$ cat config.mk
export PLATFORM = sky130hd
export DESIGN_NAME = conv_ctrl
export DESIGN_NICKNAME = d
export VERILOG_FILES = /design/src/rtl/conv_ctrl.sv
export SDC_FILE = /design/constraint.sdc
export NUM_CORES = 1
export LEC_CHECK = 0
export CAP_MARGIN = 10
export CORE_AREA = 2 2 132 134
export CTS_CLUSTER_DIAMETER = 50
export DETAILED_ROUTE_END_ITERATION = 10
export DIE_AREA = 0 0 134 136
export PLACE_DENSITY = 0.73
export SLEW_MARGIN = 20
export SYNTH_ARGS = -nofsm -noshare
export SYNTH_HDL_FRONTEND = slang
export SYNTH_SLANG_ARGS = --single-unit
$ cat constraint.sdc
create_clock -name clk -period 2.36 [get_ports clk]
set_input_delay 0.472 -clock clk [delete_from_list [all_inputs] [get_ports clk]]
set_output_delay 0.472 -clock clk [all_outputs]
set_load 0.02 [all_outputs]
$ cat src/rtl/conv_ctrl.sv
// ---------------------------------------------------------------------------
// conv_ctrl
//
// Control block for a convolution datapath. It produces the periodic sample
// strobe, accepts kernel coefficients over a valid/ready stream into a shadow
// buffer, and commits the shadow buffer to the active kernel only on a sample
// strobe, so the datapath never sees a half-updated kernel. It also
// synchronizes the effect pushbutton and produces a one-cycle toggle pulse
// on each press.
//
// Optional feature:
//   CONV_CTRL_DEBOUNCE_EN  - when defined, a new button level is accepted
//                            only after it has been stable for
//                            DEBOUNCE_CYCLES consecutive clocks. When it is
//                            undefined, the synchronized level is used
//                            directly.
//
// Parameters:
//   DEPTH           - kernel taps per load
//   CLK_DIV         - clocks per sample period (>= 4)
//   DEBOUNCE_CYCLES - button stable time in clocks
//
// Ports:
//   clk        in   system clock, all logic on posedge
//   reset_n    in   asynchronous active-low reset
//   coef_valid in   coefficient beat valid
//   coef_data  in   12-bit coefficient value
//   coef_last  in   final beat of a kernel load
//   coef_ready out  beat accepted when coef_valid & coef_ready
//   btn_n      in   asynchronous active-low effect pushbutton
//   kernel     out  active kernel, tap i at bits [i*12 +: 12]
//   update     out  one-cycle sample strobe
//   toggle_en  out  one-cycle effect-toggle pulse
//   busy       out  high whenever the load FSM is not idle
//   load_err   out  one-cycle pulse on a full load without coef_last
// ---------------------------------------------------------------------------
module conv_ctrl #(
    parameter int DEPTH           = 8,
    parameter int CLK_DIV         = 1024,
    parameter int DEBOUNCE_CYCLES = 65536
) (
    input  logic                  clk,
    input  logic                  reset_n,
    input  logic                  coef_valid,
    input  logic [11:0]           coef_data,
    input  logic                  coef_last,
    output logic                  coef_ready,
    input  logic                  btn_n,
    output logic [DEPTH*12-1:0]   kernel,
    output logic                  update,
    output logic                  toggle_en,
    output logic                  busy,
    output logic                  load_err
);

    localparam int CNT_W = (CLK_DIV > 1) ? $clog2(CLK_DIV) : 1;
    localparam int IDX_W = (DEPTH > 1) ? $clog2(DEPTH) : 1;
    localparam logic [CNT_W-1:0] CNT_MAX  = CNT_W'(CLK_DIV - 1);
    localparam logic [IDX_W-1:0] IDX_LAST = IDX_W'(DEPTH - 1);

    typedef enum logic [1:0] {
        IDLE = 2'd0,
        LOAD = 2'd1,
        PEND = 2'd2
    } state_t;

    // Reject parameter values that would break the counter or index logic.
    if (CLK_DIV < 4 || DEPTH < 1 || DEBOUNCE_CYCLES < 1) begin : g_param_check
        $error("conv_ctrl: illegal parameter value");
    end

    state_t                      state;
    state_t                      state_next;
    logic [CNT_W-1:0]            sample_cnt;
    logic [IDX_W-1:0]            index;
    logic [DEPTH-1:0][11:0]      shadow;
    logic [DEPTH-1:0][11:0]      kernel_q;
    logic                        accept;
    logic                        btn_sync1;
    logic                        btn_sync2;
    logic                        btn_level;
    logic                        btn_prev;

    // -----------------------------------------------------------------------
    // Sample period counter; update is decoded from the terminal count so it
    // is high for exactly one cycle per period.
    // -----------------------------------------------------------------------
    always_ff @(posedge clk or negedge reset_n) begin
        if (!reset_n) begin
            sample_cnt <= '0;
        end else if (sample_cnt == CNT_MAX) begin
            sample_cnt <= '0;
        end else begin
            sample_cnt <= sample_cnt + CNT_W'(1);
        end
    end

    assign update = (sample_cnt == CNT_MAX);

    // -----------------------------------------------------------------------
    // Load FSM: state register
    // -----------------------------------------------------------------------
    always_ff @(posedge clk or negedge reset_n) begin
        if (!reset_n) begin
            state <= IDLE;
        end else begin
            state <= state_next;
        end
    end

    // -----------------------------------------------------------------------
    // Load FSM: next-state logic. A load that completes on an update edge
    // lands in PEND after that edge, so it naturally waits a full period.
    // -----------------------------------------------------------------------
    always_comb begin
        state_next = state;
        case (state)
            IDLE: begin
                if (accept) begin
                    state_next = (coef_last || DEPTH == 1) ? PEND : LOAD;
                end
            end
            LOAD: begin
                if (accept && (coef_last || index == IDX_LAST)) begin
                    state_next = PEND;
                end
            end
            PEND: begin
                if (update) begin
                    state_next = IDLE;
                end
            end
            default: state_next = IDLE;
        endcase
    end

    // -----------------------------------------------------------------------
    // Load FSM: outputs decoded from state only
    // -----------------------------------------------------------------------
    always_comb begin
        coef_ready = (state != PEND);
        busy       = (state != IDLE);
    end

    assign accept = coef_valid & coef_ready;

    // -----------------------------------------------------------------------
    // Shadow buffer, tap index, active kernel and load error pulse.
    // The first beat clears the whole shadow so taps not written by a short
    // load read as zero. The index checked for the full-load condition is
    // the one being written, i.e. the DEPTH-th beat writes tap DEPTH-1.
    // -----------------------------------------------------------------------
    always_ff @(posedge clk or negedge reset_n) begin
        if (!reset_n) begin
            index       <= '0;
            shadow      <= '0;
            kernel_q    <= '0;
            kernel_q[0] <= 12'h7FF;
            load_err    <= 1'b0;
        end else begin
            load_err <= 1'b0;
            case (state)
                IDLE: begin
                    if (accept) begin
                        shadow    <= '0;
                        shadow[0] <= coef_data;
                        index     <= IDX_W'(1);
                        load_err  <= (DEPTH == 1) && !coef_last;
                    end
                end
                LOAD: begin
                    if (accept) begin
                        shadow[index] <= coef_data;
                        index         <= index + IDX_W'(1);
                        load_err      <= (index == IDX_LAST) && !coef_last;
                    end
                end
                PEND: begin
                    if (update) begin
                        kernel_q <= shadow;
                        index    <= '0;
                    end
                end
                default: ;
            endcase
        end
    end

    assign kernel = kernel_q;

    // -----------------------------------------------------------------------
    // Two-flop synchronizer for the asynchronous pushbutton, idle released.
    // -----------------------------------------------------------------------
    always_ff @(posedge clk or negedge reset_n) begin
        if (!reset_n) begin
            btn_sync1 <= 1'b1;
            btn_sync2 <= 1'b1;
        end else begin
            btn_sync1 <= btn_n;
            btn_sync2 <= btn_sync1;
        end
    end

`ifdef CONV_CTRL_DEBOUNCE_EN
    localparam int DB_W = (DEBOUNCE_CYCLES > 1) ? $clog2(DEBOUNCE_CYCLES) : 1;
    localparam logic [DB_W-1:0] DB_MAX = DB_W'(DEBOUNCE_CYCLES - 1);

    logic [DB_W-1:0] db_cnt;

    // Counts consecutive clocks on which the synchronized level differs from
    // the accepted level; any return to the accepted level restarts it.
    always_ff @(posedge clk or negedge reset_n) begin
        if (!reset_n) begin
            btn_level <= 1'b1;
            db_cnt    <= '0;
        end else if (btn_sync2 == btn_level) begin
            db_cnt <= '0;
        end else if (db_cnt == DB_MAX) begin
            btn_level <= btn_sync2;
            db_cnt    <= '0;
        end else begin
            db_cnt <= db_cnt + DB_W'(1);
        end
    end
`else
    assign btn_level = btn_sync2;
`endif

    // -----------------------------------------------------------------------
    // Falling edge of the accepted button level gives one toggle pulse.
    // -----------------------------------------------------------------------
    always_ff @(posedge clk or negedge reset_n) begin
        if (!reset_n) begin
            btn_prev  <= 1'b1;
            toggle_en <= 1'b0;
        end else begin
            btn_prev  <= btn_level;
            toggle_en <= btn_prev & ~btn_level;
        end
    end

endmodule

==> flow_summary.ini, run 1 <==
[yosys]
async_flop_share = 1.00
ys_warn_count = 0
synth_fp_nets = 559
synth_top_family_by_area = multiplexers
synth_flop_cell = dfrtp_1
synth-simple-area-share = 0.0448
synth_xor_area_frac = 0.00747
ys_types = 33
syn_inst = 535
yosysSeqAreaShare = 0.648
synthMuxAreaShare = 0.169
synth_adder_area_share = 0.0107
synth_compound_area_frac = 0.0978
synth_seq_cells = 212
synth_edf_count = 0
syn-cell-area_um2 = 8210
avgSynthCellArea_um2 = 15.3

[clock_tree]
cts-root-buf = clkbuf_16
cts.sinks = 212
cts-hold-fix-buffers = 0
cts_tree = built
post_cts_buffers = 0
clkTransAtPathRegs_ns = 0.06
cts_resized = 7
cts-buffers-inserted = 22
cts_htree_levels = 1
clockBufferDepth = 3
clock_latency_ns = 0.49

[final_layout]
drive_gt1_frac = 0.266
final_cell_mix = dfrtp_1 (198), clkdlybuf4s50_1 (113), o2bb2ai_1 (84), mux2_2 (70), mux2_4 (40)
n_fill_cell = 1264
fin_nets = 682
layout_commonest_cell = dfrtp_1
syn_to_final_growth_pct = 26.3
fin_area_um2 = 10400
stdcell_count = 897
postLayoutCoreUtil = 0.615
diodes = 0

[placed_design]
dp_slack_ns = 0.135
io_buffers = 117
dpl_cell_area_um2 = 9630
dp.cells = 859
finalWeightedCongestion = 0.835
place_hpwl_um = 12000

[floorplanning]
num_rows = 48
ioPinCount = 118
die_h_um = 136
dieArea_um2 = 18200
initial_core_util = 0.487
coreArea_um2 = 16900
die-width_um = 134

[grt]
grt_overflow_total = 0
globalRouteMet3Util = 0.0391
antenna_found_initial = 0
grt_use_total = 0.200
met1_usage = 0.285
busiest_layer = met2
grt_max_degree = 78
grt.met2_usage = 0.317
grt_pass1_wl_um = 28500
grt_pass1_vias = 5109

[worst_setup_path]
path_class = flip-flop to output pin
startpoint_type = flip-flop
critPathArrivalTime_ns = 1.80
critPathBufInv = 3
cp_num_cells = 4
path_cells = inv_1 > ha_1 > inv_1 > dlygate4sd2_1
slowest_stage = dfrtp_1
cp_top_family = buffers and inverters
cp_max_fo = 4
r2r_cells = 6
crit_path_frequent_cell = inv_1
cp-startpoint = state[0]$_DFFE_PN0P_
rrSetupSlack_ns = 0.27
required_ns = 1.89
critPathMaxStageDelay_ns = 0.41
cp-end-kind = output pin
r2r-start = sample_cnt[0]$_DFF_PN0_

[route]
firstDrtPassIters = 4
vias = 4916
final_antenna_net_count = 0
drc = 0
wl_um = 18000
drt_iter0_drc = 373
wl_per_cell_um = 20.1
viasPerCell = 5.48

[run]
drv_cap = 0

[timing]
fmax_mhz = 440
hold_violations = 0
period_needed_ns = 2.27
finalCritPeriodShare = 0.963
final.setup.worst_slack_ns = 0.0868
setup_violations = 0
grt_setup_unrepaired = no
tightest_slew_ns = 0.612
fin_worst_skew_ns = 0.00943
fin_setup_tns_ns = 0
slew_headroom = 0.592
hold_ws_ns = 0.0105
slew_viol_final = 0

[power_and_ir_drop]
leakage_nw = 4.83
p_sw_frac = 0.270
power.density_nw_per_um2 = 856
power_frac_clock = 0.395
p_seq_frac = 0.457
vdd_drop_max_mv = 0.459
p_sw_mw = 2.40
power_frac_comb = 0.148
power_mw = 8.88
p_int_mw = 6.48

[outcome]
status = finished, final reports clean

[worst_hold_path]
hp-class = input port to async pin
-- kinds of logic (layout without fill, tap and decap cells) --
logic type	Yosys count	count (layout)
flip-flops	212	212
multiplexers	110	110
AO/OA/AOI/OAI	95	95
AND/OR/NAND/NOR	69	69
buffers and inverters	35	172
adder cells (fa/ha/maj)	7	7
XOR/XNOR	7	7
-- layout make-up --
| type | instances | area [um2] | share of cell area |
|---|---|---|---|
| Sequential cell | 212 | 5320 | 0.513 |
| Multi-Input combinational cell | 288 | 2710 | 0.261 |
| Timing Repair Buffer | 129 | 1290 | 0.125 |
| Clock buffer | 32 | 659 | 0.0636 |
| Tap cell | 225 | 282 | 0.0271 |
| Clock inverter | 6 | 83.8 | 0.00808 |
| Inverter | 5 | 18.8 | 0.00181 |
-- flip-flops by register name (all words and copies together), names as in the netlist --
name        flops
kernel         96
btn_prev        1
index           3
toggle_en       1
btn_level       1
sample_cnt     10
btn_sync1       1
shadow         96
load_err        1
state           2
-- layer usage --
layer,vias up,part of all wire
met5,-,0
met4,0,0.016
met3,25,0.067
met2,149,0.48
met1,2543,0.43
li1,2199,-
-- Yosys cell counts (2+ instances only) --
cell | number | area share
and4_1 | 2 | 0.0021
nor2_1 | 9 | 0.0041
buf_2 | 9 | 0.0055
mux2_4 | 40 | 0.073
or3b_2 | 3 | 0.0032
o2bb2ai_1 | 84 | 0.090
nand3_1 | 6 | 0.0037
xnor2_1 | 5 | 0.0053
dfrtp_1 | 198 | 0.60
mux2_2 | 70 | 0.096
dfstp_2 | 14 | 0.045
inv_1 | 5 | 0.0023
clkbuf_1 | 16 | 0.0073
buf_6 | 5 | 0.0069
o21ai_0 | 6 | 0.0037
nand4_1 | 2 | 0.0015
and3_1 | 5 | 0.0038
nand2_1 | 29 | 0.013
nor2b_1 | 4 | 0.0030
ha_1 | 7 | 0.011
xor2_1 | 2 | 0.0021
nand3b_1 | 3 | 0.0027
-- final timing paths --
path / to
max: coef_ready
min: toggle_en$_DFF_PN0_
max reg2reg: kernel[23]$_DFFE_PN0P_
min reg2reg: btn_level$_DFF_PN1_
max in group asynchronous: kernel[6]$_DFFE_PN1P_
min in group clk: btn_level$_DFF_PN1_
-- power by group through the flow --
stage	Combinational, mW	Clock [mW]	Sequential (mW)
6_report	1.31	3.50	4.06
5_1_grt	1.45	3.71	4.09
4_1_cts	1.31	3.56	4.05
3_5_place_dp	1.31	0	4.12
3_3_place_gp	1.23	0	4.09
2_1_floorplan	0.910	0	4.04
Power figures use the tool's default switching activity.
==> inputs of run 2 (changes only) <==
--- a/config.mk
+++ b/config.mk
@@ -6,10 +6,10 @@
 export NUM_CORES = 1
 export LEC_CHECK = 0
 export CAP_MARGIN = 10
-export CORE_AREA = 2 2 132 134
+export CORE_AREA = 2 2 118 149
 export CTS_CLUSTER_DIAMETER = 50
 export DETAILED_ROUTE_END_ITERATION = 10
-export DIE_AREA = 0 0 134 136
+export DIE_AREA = 0 0 120 151
 export PLACE_DENSITY = 0.73
 export SLEW_MARGIN = 20
 export SYNTH_ARGS = -nofsm -noshare
==> flow_summary.ini, run 2 (synthesized netlist as in run 1, its figures left out) <==
[worst_setup_path]
slowest_stage = dfrtp_1
startpoint_type = flip-flop
required_ns = 1.89
cp_max_fo = 4
r2r_cells = 5
reg2reg_to = shadow[7]$_DFFE_PN0P_
path_cells = inv_1 > ha_1 > inv_1 > dlygate4sd2_1
rrSetupSlack_ns = 0.17
cp-startpoint = state[0]$_DFFE_PN0P_
cp-end-kind = output pin
crit_path_frequent_cell = inv_1
critPathArrivalTime_ns = 1.79
crit_path_end = coef_ready
r2r-start = state[0]$_DFFE_PN0P_
critPathMaxStageDelay_ns = 0.41
path_class = flip-flop to output pin

[clock_tree]
clockBufferDepth = 3
post_cts_buffers = 0
cts_tree = built
clkTransAtPathRegs_ns = 0.06
cts-buffers-inserted = 21
cts_htree_levels = 1
clock_latency_ns = 0.49
cts-root-buf = clkbuf_16
cts.sinks = 212

[timing]
slew_headroom = 0.587
hold_violations = 0
period_needed_ns = 2.26
grt_setup_unrepaired = no
tightest_slew_ns = 0.616
slew_viol_final = 0
finalCritPeriodShare = 0.958
fmax_mhz = 442
fin_worst_skew_ns = 0.0129
setup_violations = 0

[final_layout]
syn_to_final_growth_pct = 25.9
fin_nets = 687
stdcell_count = 897
diodes = 0
layout_commonest_cell = dfrtp_1
final_cell_mix = dfrtp_1 (198), clkdlybuf4s50_1 (113), o2bb2ai_1 (84), mux2_2 (70), mux2_4 (40)
postLayoutCoreUtil = 0.621
drive_gt1_frac = 0.264

[route]
final_antenna_net_count = 0
vias = 4974
firstDrtPassIters = 4
drc = 0
viasPerCell = 5.55
drt_iter0_drc = 317
wl_um = 18100
wl_per_cell_um = 20.2

[worst_hold_path]
hp-class = flip-flop to flip-flop

[placed_design]
finalWeightedCongestion = 0.764
dp.cells = 859
place_hpwl_um = 12400
io_buffers = 117

[floorplanning]
coreArea_um2 = 16600
num_rows = 53
initial_core_util = 0.493
die-width_um = 120
die_h_um = 151
dieArea_um2 = 18100
ioPinCount = 118

[power_and_ir_drop]
power.density_nw_per_um2 = 810
leakage_nw = 4.82
vdd_drop_max_mv = 0.512

[grt]
antenna_found_initial = 0
grt_max_degree = 57
grt_overflow_total = 0
grt_pass1_wl_um = 29400
grt_use_total = 0.209
grt_pass1_vias = 5276

[run]
drv_cap = 0

[outcome]
status = finished, final reports clean
-- run 2: cell types whose count changed in the layout (fill, tap and decap cells not counted), sizes merged --
cell	before	now
dlygate4sd3	0	1
bufinv	2	0
buf	13	17
clkinv	4	5
clkbuf	33	34
-- run 2: critical path, delay by kind of cell (launching register included) --
kind | cells | cell delay (ns)
DFF | 1 | 0.41
buffers and inverters | 3 | 0.60
adders and majority gates | 1 | 0.30
-- run 2: area by class of cell --
type                       instances  area, um2
clock buffer                      32        607
clock inverter                     5       28.8
tap                              220        275
fill                            1244       6300
inverter                           5       18.8
multi-input combinational        288       2710
sequential                       212       5320
timing repair buffer             135       1380
-- run 2: worst min path at each step --
stage                        startpoint                    to  slack, ns  cells after the start
floorplan                       reset_n  index[0]$_DFFE_PN0P_       0.18                      0
global placement    btn_sync1$_DFF_PN1_   btn_level$_DFF_PN1_       0.35                      0
detailed placement  btn_sync1$_DFF_PN1_   btn_level$_DFF_PN1_       0.35                      0
CTS                 btn_level$_DFF_PN1_    btn_prev$_DFF_PN1_       0.37                      0
global route        btn_sync1$_DFF_PN1_   btn_level$_DFF_PN1_       0.37                      0
finish              btn_level$_DFF_PN1_    btn_prev$_DFF_PN1_       0.37                      0
-- run 2: stage by stage --
step / area, um2 / setup TNS, ns / setup WS [ns] / hold slack [ns] / power, mW
after CTS: 10300 / 0 / 0.00777 / 0.368 / 8.45
after floorplan: 8210 / 0 / 0.538 / 0.176 / 4.95
after detailed placement: 9700 / -6.81 / -0.113 / 0.354 / 5.39
final: 10300 / 0 / 0.0999 / 0.368 / 8.38
after global routing: 10300 / 0 / 0.0235 / 0.374 / 8.76
after global placement: 9700 / -0.245 / -0.0166 / 0.349 / 5.31
-- run 2: power breakdown --
group | internal [mW] | leakage (nW) | switching [mW]
clock | 1.77 | 0.316 | 1.29
sequential | 3.88 | 2.86 | 0.170
combinational | 0.440 | 1.65 | 0.834
-- run 2: layer usage --
| metal | track usage | wire, um |
|---|---|---|
| met1 | 0.282 | 7410 |
| met5 | 0 | 0 |
| met2 | 0.356 | 9410 |
| met4 | 0.0547 | 269 |
| met3 | 0.0331 | 999 |
-- run 2: repair_timing --
item,CTS,global route
gates resized for setup,3,2
hold buffers,1,0
endpoints found under the hold margin,50,0
setup endpoints to repair,3,1
==> inputs of run 3 (changes only) <==
--- a/config.mk
+++ b/config.mk
@@ -5,7 +5,6 @@
 export SDC_FILE = /design/constraint.sdc
 export NUM_CORES = 1
 export LEC_CHECK = 0
-export CAP_MARGIN = 10
 export CORE_AREA = 2 2 118 149
 export CTS_CLUSTER_DIAMETER = 50
 export DETAILED_ROUTE_END_ITERATION = 10
==> constraint.sdc (replaced) <==
create_clock -name clk -period 2.25 [get_ports clk]
set_input_delay 0.45 -clock clk [delete_from_list [all_inputs] [get_ports clk]]
set_output_delay 0.45 -clock clk [all_outputs]
set_load 0.02 [all_outputs]
==> flow_summary.ini, run 3 (synthesized netlist as in run 1, its figures left out) <==
[timing]
setup_violations = 0
grt_setup_unrepaired = no
slew_viol_final = 0
slew_headroom = 0.616
finalCritPeriodShare = 0.966
period_needed_ns = 2.17
fmax_mhz = 460
fin_worst_skew_ns = 0.00906
fin_setup_tns_ns = 0
tightest_slew_ns = 0.574
hold_violations = 0
final.setup.worst_slack_ns = 0.0765

[final_layout]
diodes = 0
final_cell_mix = dfrtp_1 (198), clkdlybuf4s50_1 (113), o2bb2ai_1 (84), mux2_2 (70), mux2_4 (40)
seq_area_um2 = 5320
postLayoutCoreUtil = 0.626
stdcell_count = 901
fin_nets = 690
multi_input_area_um2 = 2720
drive_gt1_frac = 0.278
syn_to_final_growth_pct = 26.9
n_fill_cell = 1214
layout_commonest_cell = dfrtp_1

[clock_tree]
clkTransAtPathRegs_ns = 0.06
cts_tree = built
cts.sinks = 212
clock_latency_ns = 0.50
cts-root-buf = clkbuf_16
cts_htree_levels = 1
cts-buffers-inserted = 22
clockBufferDepth = 3

[placed_design]
place_hpwl_um = 12100
finalWeightedCongestion = 0.796
dp.cells = 860
io_buffers = 117
dp_slack_ns = 0.147

[power_and_ir_drop]
power_frac_comb = 0.151
power_mw = 9.25
power.density_nw_per_um2 = 888
p_int_mw = 6.68
vdd_drop_max_mv = 0.513
p_seq_frac = 0.460
leakage_nw = 4.86
p_sw_frac = 0.278
p_sw_mw = 2.57
power_frac_clock = 0.389

[worst_setup_path]
critPathBufInv = 3
path_cells = inv_1 > ha_2 > inv_1 > dlygate4sd2_1
rrSetupSlack_ns = 0.22
crit_path_frequent_cell = inv_1
path_class = flip-flop to output pin
critPathArrivalTime_ns = 1.72
critPathMaxStageDelay_ns = 0.40
slowest_stage = dfrtp_1
startpoint_type = flip-flop
required_ns = 1.80
cp_max_fo = 4
cp_top_family = buffers and inverters
cp-end-kind = output pin

[grt]
grt_pass1_wl_um = 29600
met1_usage = 0.292
globalRouteMet3Util = 0.0320
grt_overflow_total = 0
grt_pass1_vias = 5212
grt_use_total = 0.209
grt.met2_usage = 0.341
grt_max_degree = 64
antenna_found_initial = 0
busiest_layer = met2

[floorplanning]
num_rows = 53
initial_core_util = 0.493
ioPinCount = 118
die_h_um = 151
coreArea_um2 = 16600
die-width_um = 120
dieArea_um2 = 18100

[route]
drc = 0
vias = 4983
drt_iter0_drc = 363
firstDrtPassIters = 4
final_antenna_net_count = 0
wl_per_cell_um = 20.4
viasPerCell = 5.53
wl_um = 18400

[outcome]
status = finished, final reports clean

[run]
drv_cap = 0

[worst_hold_path]
hp-class = flip-flop to flip-flop
[run 3: power by group through the flow]
stage / Clock, mW / Combinational (mW) / Sequential (mW)
after detailed placement: 0 / 1.40 / 4.31
after global placement: 0 / 1.33 / 4.30
final: 3.60 / 1.40 / 4.25
after CTS: 3.64 / 1.39 / 4.25
after global routing: 3.83 / 1.53 / 4.28
after floorplan: 0 / 0.954 / 4.24
[run 3: routing by layer]
metal / vias to the layer above / part of all wire / wire length [um]
met5: - / 0 / 0
met4: 0 / 0.022 / 399
met3: 35 / 0.048 / 877
met2: 150 / 0.50 / 9120
met1: 2585 / 0.43 / 8000
li1: 2213 / - / -
[run 3: repair_timing]
action	CTS	global route
setup buffers	0	1
hold endpoints to repair	57	0
setup endpoints to repair	3	2
resized for setup	6	3
hold buffers	1	0
[run 3: metrics by stage]
| step | cell area [um2] | hold WS, ns |
|---|---|---|
| 6_report | 10400 | 0.353 |
| 5_1_grt | 10400 | 0.362 |
| 4_1_cts | 10400 | 0.357 |
| 3_5_place_dp | 9690 | 0.348 |
| 3_3_place_gp | 9690 | 0.350 |
| 2_1_floorplan | 8210 | 0.154 |
[run 3: path summary, 6_finish.rpt]
kind,from,to,cells after the start
min in group asynchronous,reset_n,kernel[76]$_DFFE_PN0P_,2
min reg2reg,btn_sync1$_DFF_PN1_,btn_level$_DFF_PN1_,0
max,state[0]$_DFFE_PN0P_,coef_ready,4
max in group asynchronous,reset_n,kernel[3]$_DFFE_PN1P_,3
max reg2reg,state[1]$_DFFE_PN0P_,shadow[77]$_DFFE_PN0P_,7
min,btn_sync1$_DFF_PN1_,btn_level$_DFF_PN1_,0
[run 3: area by class of cell]
cell class,instances,share of cell area
clock inverters,8,0.00732
inverters,5,0.00180
multi-input cells,288,0.260
clock buffers,31,0.0619
flip-flops and latches,212,0.511
repair buffers,137,0.131
well taps,220,0.0264
